### src/rtl/coh_bus_pkg.sv
// coh_bus_pkg: definitions shared by the MESI CPU, cache and bus responder blocks.
//   - bus_op / mem_op encodings carried in the upper bits of a bus message
//   - message width and field positions as functions of the tag and data widths
//   - responder FSM state enum
// Message layout (MSB first): {bus_op[1:0], mem_op[1:0], tag[TAG_W-1:0], data[DATA_W-1:0]}
package coh_bus_pkg;

  localparam logic [1:0] BUS_NONE    = 2'b00;
  localparam logic [1:0] BUS_RD_MISS = 2'b01;
  localparam logic [1:0] BUS_WR_MISS = 2'b10;
  localparam logic [1:0] BUS_INVAL   = 2'b11;

  localparam logic [1:0] MEM_NONE       = 2'b00;
  localparam logic [1:0] MEM_READ       = 2'b01;
  localparam logic [1:0] MEM_WRITE_BACK = 2'b10;
  localparam logic [1:0] MEM_RSVD       = 2'b11;

  function automatic int unsigned msg_w(input int unsigned tag_w, input int unsigned data_w);
    return 4 + tag_w + data_w;
  endfunction

  function automatic int unsigned bus_op_lsb(input int unsigned tag_w, input int unsigned data_w);
    return 2 + tag_w + data_w;
  endfunction

  function automatic int unsigned mem_op_lsb(input int unsigned tag_w, input int unsigned data_w);
    return tag_w + data_w;
  endfunction

  function automatic int unsigned tag_lsb(input int unsigned data_w);
    return data_w;
  endfunction

  typedef enum logic [2:0] {
    IDLE,
    BCAST,
    SNOOP,
    MEM,
    RESP
  } state_t;

endpackage

### src/rtl/bus_memory.sv
// bus_memory: main-memory array behind the snoop bus responder.
//   clock  : rising-edge clock
//   clear  : synchronous active-high reset; loads mem[a] = a
//   wr_en  : write wdata to mem[addr] at the next rising edge
//   addr   : word address
//   wdata  : write data
//   rdata  : registered read of mem[addr] (value before any same-edge write)
module bus_memory #(
  parameter int unsigned TAG_W  = 3,
  parameter int unsigned DATA_W = 3
) (
  input  logic              clock,
  input  logic              clear,
  input  logic              wr_en,
  input  logic [TAG_W-1:0]  addr,
  input  logic [DATA_W-1:0] wdata,
  output logic [DATA_W-1:0] rdata
);

  localparam int unsigned DEPTH = 2 ** TAG_W;

  logic [DATA_W-1:0] mem [DEPTH];

  always_ff @(posedge clock) begin
    if (clear) begin
      for (int unsigned a = 0; a < DEPTH; a++) begin
        mem[a[TAG_W-1:0]] <= DATA_W'(a);
      end
      rdata <= '0;
    end else begin
      if (wr_en) begin
        mem[addr] <= wdata;
      end
      rdata <= mem[addr];
    end
  end

endmodule

### src/rtl/snoop_bus_responder.sv
// snoop_bus_responder: shared-bus / main-memory end of the MESI coherence interface.
// Accepts one request, broadcasts it to the snoopers, ORs their shared lines over
// a fixed window, performs the memory read or write-back, then pulses a response.
//   clock       : rising-edge clock
//   clear       : synchronous active-high reset, aborts any in-flight request
//   req_valid   : request present on req_msg
//   req_ready   : high only in IDLE
//   req_msg     : {bus_op, mem_op, tag, data}
//   shared_in   : wired-OR of the snooping caches' shared_out
//   bus_in      : latched copy of the accepted message (held until next accept)
//   bus_valid   : one-cycle broadcast strobe
//   resp_valid  : one-cycle completion pulse
//   resp_data   : memory read data, 0 when no read was performed (held)
//   resp_shared : a snooper reported shared during the window (held)
module snoop_bus_responder
  import coh_bus_pkg::*;
#(
  parameter int unsigned TAG_W        = 3,
  parameter int unsigned DATA_W       = 3,
  parameter int unsigned SNOOP_CYCLES = 2,
  parameter int unsigned MEM_LATENCY  = 2
) (
  input  logic                                   clock,
  input  logic                                   clear,
  input  logic                                   req_valid,
  output logic                                   req_ready,
  input  logic [coh_bus_pkg::msg_w(TAG_W, DATA_W)-1:0] req_msg,
  input  logic                                   shared_in,
  output logic [coh_bus_pkg::msg_w(TAG_W, DATA_W)-1:0] bus_in,
  output logic                                   bus_valid,
  output logic                                   resp_valid,
  output logic [DATA_W-1:0]                      resp_data,
  output logic                                   resp_shared
);

  localparam int unsigned BOP_LSB = bus_op_lsb(TAG_W, DATA_W);
  localparam int unsigned MOP_LSB = mem_op_lsb(TAG_W, DATA_W);
  localparam int unsigned TAG_LSB = tag_lsb(DATA_W);
  localparam int unsigned MAX_CNT = (SNOOP_CYCLES > MEM_LATENCY) ? SNOOP_CYCLES : MEM_LATENCY;
  localparam int unsigned CNT_W   = $clog2(MAX_CNT + 1);
  localparam logic [CNT_W-1:0] SNOOP_LAST = CNT_W'(SNOOP_CYCLES - 1);
  localparam logic [CNT_W-1:0] MEM_LAST   = CNT_W'(MEM_LATENCY - 1);

  state_t            state;
  logic [CNT_W-1:0]  cnt;
  logic              shared_acc;

  logic [1:0]        bop;
  logic [1:0]        mop;
  logic [TAG_W-1:0]  tag;
  logic [DATA_W-1:0] data;
  logic              has_mem;
  logic              is_read;
  logic              shared_next;
  logic              wr_en;
  logic [DATA_W-1:0] rdata;

  always_comb begin
    bop         = bus_in[BOP_LSB +: 2];
    mop         = bus_in[MOP_LSB +: 2];
    tag         = bus_in[TAG_LSB +: TAG_W];
    data        = bus_in[DATA_W-1:0];
    has_mem     = (mop == MEM_READ) || (mop == MEM_WRITE_BACK);
    is_read     = (mop == MEM_READ);
    shared_next = shared_acc | shared_in;
    wr_en       = (state == MEM) && (cnt == MEM_LAST) && (mop == MEM_WRITE_BACK);
  end

  // The array's read register tracks mem[tag] every cycle, and tag is stable from
  // BCAST onward, so rdata is already valid in the last MEM cycle and resp_data
  // can be loaded straight from it on the edge that enters RESP.
  bus_memory #(
    .TAG_W  (TAG_W),
    .DATA_W (DATA_W)
  ) u_mem (
    .clock (clock),
    .clear (clear),
    .wr_en (wr_en),
    .addr  (tag),
    .wdata (data),
    .rdata (rdata)
  );

  always_ff @(posedge clock) begin
    if (clear) begin
      state       <= IDLE;
      cnt         <= '0;
      shared_acc  <= 1'b0;
      req_ready   <= 1'b1;
      bus_in      <= '0;
      bus_valid   <= 1'b0;
      resp_valid  <= 1'b0;
      resp_data   <= '0;
      resp_shared <= 1'b0;
    end else begin
      case (state)
        IDLE: begin
          if (req_valid && req_ready) begin
            bus_in    <= req_msg;
            bus_valid <= 1'b1;
            req_ready <= 1'b0;
            state     <= BCAST;
          end
        end
        BCAST: begin
          bus_valid  <= 1'b0;
          shared_acc <= 1'b0;
          cnt        <= '0;
          if (bop != BUS_NONE) begin
            state <= SNOOP;
          end else if (has_mem) begin
            state <= MEM;
          end else begin
            state       <= RESP;
            resp_valid  <= 1'b1;
            resp_data   <= '0;
            resp_shared <= 1'b0;
          end
        end
        SNOOP: begin
          shared_acc <= shared_next;
          if (cnt == SNOOP_LAST) begin
            cnt <= '0;
            if (has_mem) begin
              state <= MEM;
            end else begin
              // Final sample joins the flag on the same edge it is taken.
              state       <= RESP;
              resp_valid  <= 1'b1;
              resp_data   <= '0;
              resp_shared <= shared_next;
            end
          end else begin
            cnt <= cnt + CNT_W'(1);
          end
        end
        MEM: begin
          if (cnt == MEM_LAST) begin
            cnt         <= '0;
            state       <= RESP;
            resp_valid  <= 1'b1;
            resp_data   <= is_read ? rdata : '0;
            resp_shared <= shared_acc;
          end else begin
            cnt <= cnt + CNT_W'(1);
          end
        end
        RESP: begin
          resp_valid <= 1'b0;
          req_ready  <= 1'b1;
          state      <= IDLE;
        end
        default: begin
          state <= IDLE;
        end
      endcase
    end
  end

endmodule

### config.mk
export PLATFORM = sky130hd
export DESIGN_NAME = snoop_bus_responder
export DESIGN_NICKNAME = d
export VERILOG_FILES = /design/src/rtl/coh_bus_pkg.sv /design/src/rtl/bus_memory.sv /design/src/rtl/snoop_bus_responder.sv
export SDC_FILE = /design/constraint.sdc
export NUM_CORES = 1
export LEC_CHECK = 0
export ABC_AREA = 1
export CAP_MARGIN = 25
export CORE_ASPECT_RATIO = 0.75
export CORE_UTILIZATION = 58
export DETAILED_ROUTE_END_ITERATION = 10
export PLACE_DENSITY = 0.84
export REMOVE_ABC_BUFFERS = 1
export SETUP_SLACK_MARGIN = 0.05
export SYNTH_ARGS = -nofsm -noshare
export SYNTH_HDL_FRONTEND = slang
export SYNTH_SLANG_ARGS = --single-unit
### constraint.sdc
create_clock -name clock -period 3.91 [get_ports clock]
set_input_delay 0.391 -clock clock [delete_from_list [all_inputs] [get_ports clock]]
set_output_delay 0.391 -clock clock [all_outputs]
set_load 0.05 [all_outputs]
==> results_dict.tcl <==
set metrics [dict create \
    drive_gt1_frac 0.08039 \
    leakagePower_nw 1.047 \
    core-area_um2 3732 \
    cp_num_buf_inv 1 \
    yosysSeqAreaShare 0.5403 \
    synth.top_cell.area_share 0.3137 \
    cp.arrival_ns 1.91 \
    die_h_um 56.50 \
    cts.path.max_buffers 2 \
    crit_slowest_cell "clkdlybuf4s50_1" \
    clock_sinks 50 \
    worst_pin_slew_ns 0.7614 \
    antennaDiodeCount 0 \
    synthesis.area_um2 2297 \
    worstPathRequired_ns 3.52 \
    synthTopCellsByArea "edfxtp_1 31%, dfxtp_1 23%, nand2_1 11%" \
    vias 1955 \
    io-pin-count 31 \
    synth_top_flop_cell "dfxtp_1" \
    ys_top_cells_by_count "70 x nand2_1, 41 x nor2_1, 30 x a21oi_1, 26 x dfxtp_1, 24 x edfxtp_1" \
    drtPass1Iterations 5 \
    nets 326 \
    final_core_util 0.7409 \
    async_reset_ff_frac 0 \
    clockRootBuffer "clkbuf_8" \
    hold_buffers 0 \
    rows 19 \
    cts_setup_buffers 0 \
    die_x_um 74.67 \
    path_class "register to output port" \
    finClkSkew_ns 0.007159 \
    hold_path_class "register to register" \
    grt_max_degree 26 \
    timing.fmax_mhz 433.9 \
    power.density_nw_per_um2 725.2 \
    hpwl_um 3468 \
    ys_warn_count 0 \
    maxCapViolations 0 \
    grt_pass1_vias 1790 \
    first_iter_violations 207 \
    synthCells 280 \
    cts_resized 0 \
    synth_most_common_cell "nand2_1" \
    ir_drop_mv 0.6128 \
    syn_to_final_growth_pct 20.37 \
    maxSlewHeadroom 0.4910 \
    synth_largest_area_cell "edfxtp_1" \
    antenna_found_initial 0 \
    rsz0062_at_grt "false" \
    crit_path_start_kind "register" \
    cts.reportedPaths.clkPinSlew_ns 0.09 \
    drv_slew 0 \
    crit_fanout 16 \
    drt-wirelength-per-cell_um 13.71 \
    clk_latency_ns 0.30 \
    path_cells "clkdlybuf4s50_1" \
    setup_violations 0 \
    final.min_clock_period_ns 2.305 \
    grt_pass1_wl_um 8211 \
    end_kind "output port" \
    die-area_um2 4219 \
    port_buffers 30 \
    initial_core_util 0.6155 \
    hold_viol 0 \
    cpPeakStageDelay_ns 0.91 \
    setup_tns_ns 0 \
    ys_seq_elements 50 \
    min_period_over_period 0.5894 \
    synth_cell_types 23 \
    syn-mean-instance-area_um2 8.204 \
    status "completed" \
    grt_usage 0.2643 \
    cts_buffers 5 \
    vias_per_cell 5.386 \
    cts_tree "built" \
    synth_enable_flop_cells 24 \
    wl_um 4977 \
    postRouteAntennaNets 0 \
    path_delay_family "buffers and inverters" \
    gp_congestion 0.9281 \
    remaining_drc_errors 0 \
    htree_levels 2 \
    grt_overflow 0 \
]
==> flip-flops by register name (all words and copies together) (netlist names) <==
signal	cells
bus_in	10
bus_valid	1
cnt	2
req_ready	1
resp_data	3
resp_shared	1
resp_valid	1
shared_acc	1
state	3
u_mem.mem	24
u_mem.rdata	3
==> per-stage QoR <==
step	hold slack (ns)	total power, mW	worst slack [ns]	std cells	cell area [µm²]
global route	0.4917	2.130	1.496	363	2765
CTS	0.4602	2.000	1.609	363	2765
floorplan	0.4297	1.341	1.780	272	2260
finish	0.4583	2.005	1.605	363	2765
detailed placement	0.4474	1.608	1.758	355	2633
global placement	0.4399	1.604	1.805	355	2633
==> final cells by class <==
type / count / area [µm²]
Sequential cell: 50 / 1241
Fill cell: 299 / 967.2
Multi-Input combinational cell: 194 / 913.4
Timing Repair Buffer: 31 / 307.8
Clock buffer: 8 / 132.6
Inverter: 28 / 105.1
Tap cell: 52 / 65.06
==> cell usage in the layout, fill, tap and decap left out, types with 2 or more instances in the layout <==
cell type	count
a21oi_1	30
clkbuf_16	2
clkbuf_8	6
clkdlybuf4s50_1	30
clkinv_1	3
dfxtp_1	26
edfxtp_1	24
ha_1	2
inv_1	22
inv_2	3
nand2_1	70
nand2_2	3
nand3_1	16
nand3_2	2
nor2_1	41
nor2_2	2
nor2_4	4
o21ai_0	18
==> layer usage <==
layer  share of wire  wire [µm]  global-route usage
met3           0.078        389             0.06643
met2            0.45       2227              0.3784
met5               0          0                   0
met1            0.46       2312              0.3936
met4          0.0096         48             0.08086
==> power breakdown <==
group	switching (mW)	internal (mW)
Clock	0.166	0.221
Sequential	0.0996	0.643
Combinational	0.615	0.261
==> cells by family after synthesis <==
kind of cell	count (synthesis)	share of synthesized area
buf+inv	36	0.06209
compound gates	50	0.1100
fa+ha+maj	2	0.01089
flops	50	0.5403
simple gates	142	0.2767
==> worst paths after layout <==
| path | start | endpoint | slack (ns) | cells after the start |
|---|---|---|---|---|
| setup / recovery | bus_in[3]$_SDFFE_PP0P_ | bus_in[3] | 1.61 | 1 |
| hold / removal | cnt[1]$_SDFFE_PP0N_ | cnt[1]$_SDFFE_PP0N_ | 0.46 | 2 |
| setup reg to reg | bus_in[3]$_SDFFE_PP0P_ | u_mem.mem[7][0]$_SDFFCE_PN1P_ | 1.87 | 4 |
| hold reg to reg | cnt[1]$_SDFFE_PP0N_ | cnt[1]$_SDFFE_PP0N_ | 0.46 | 2 |
Note: power is estimated with default switching activity, not from simulation.
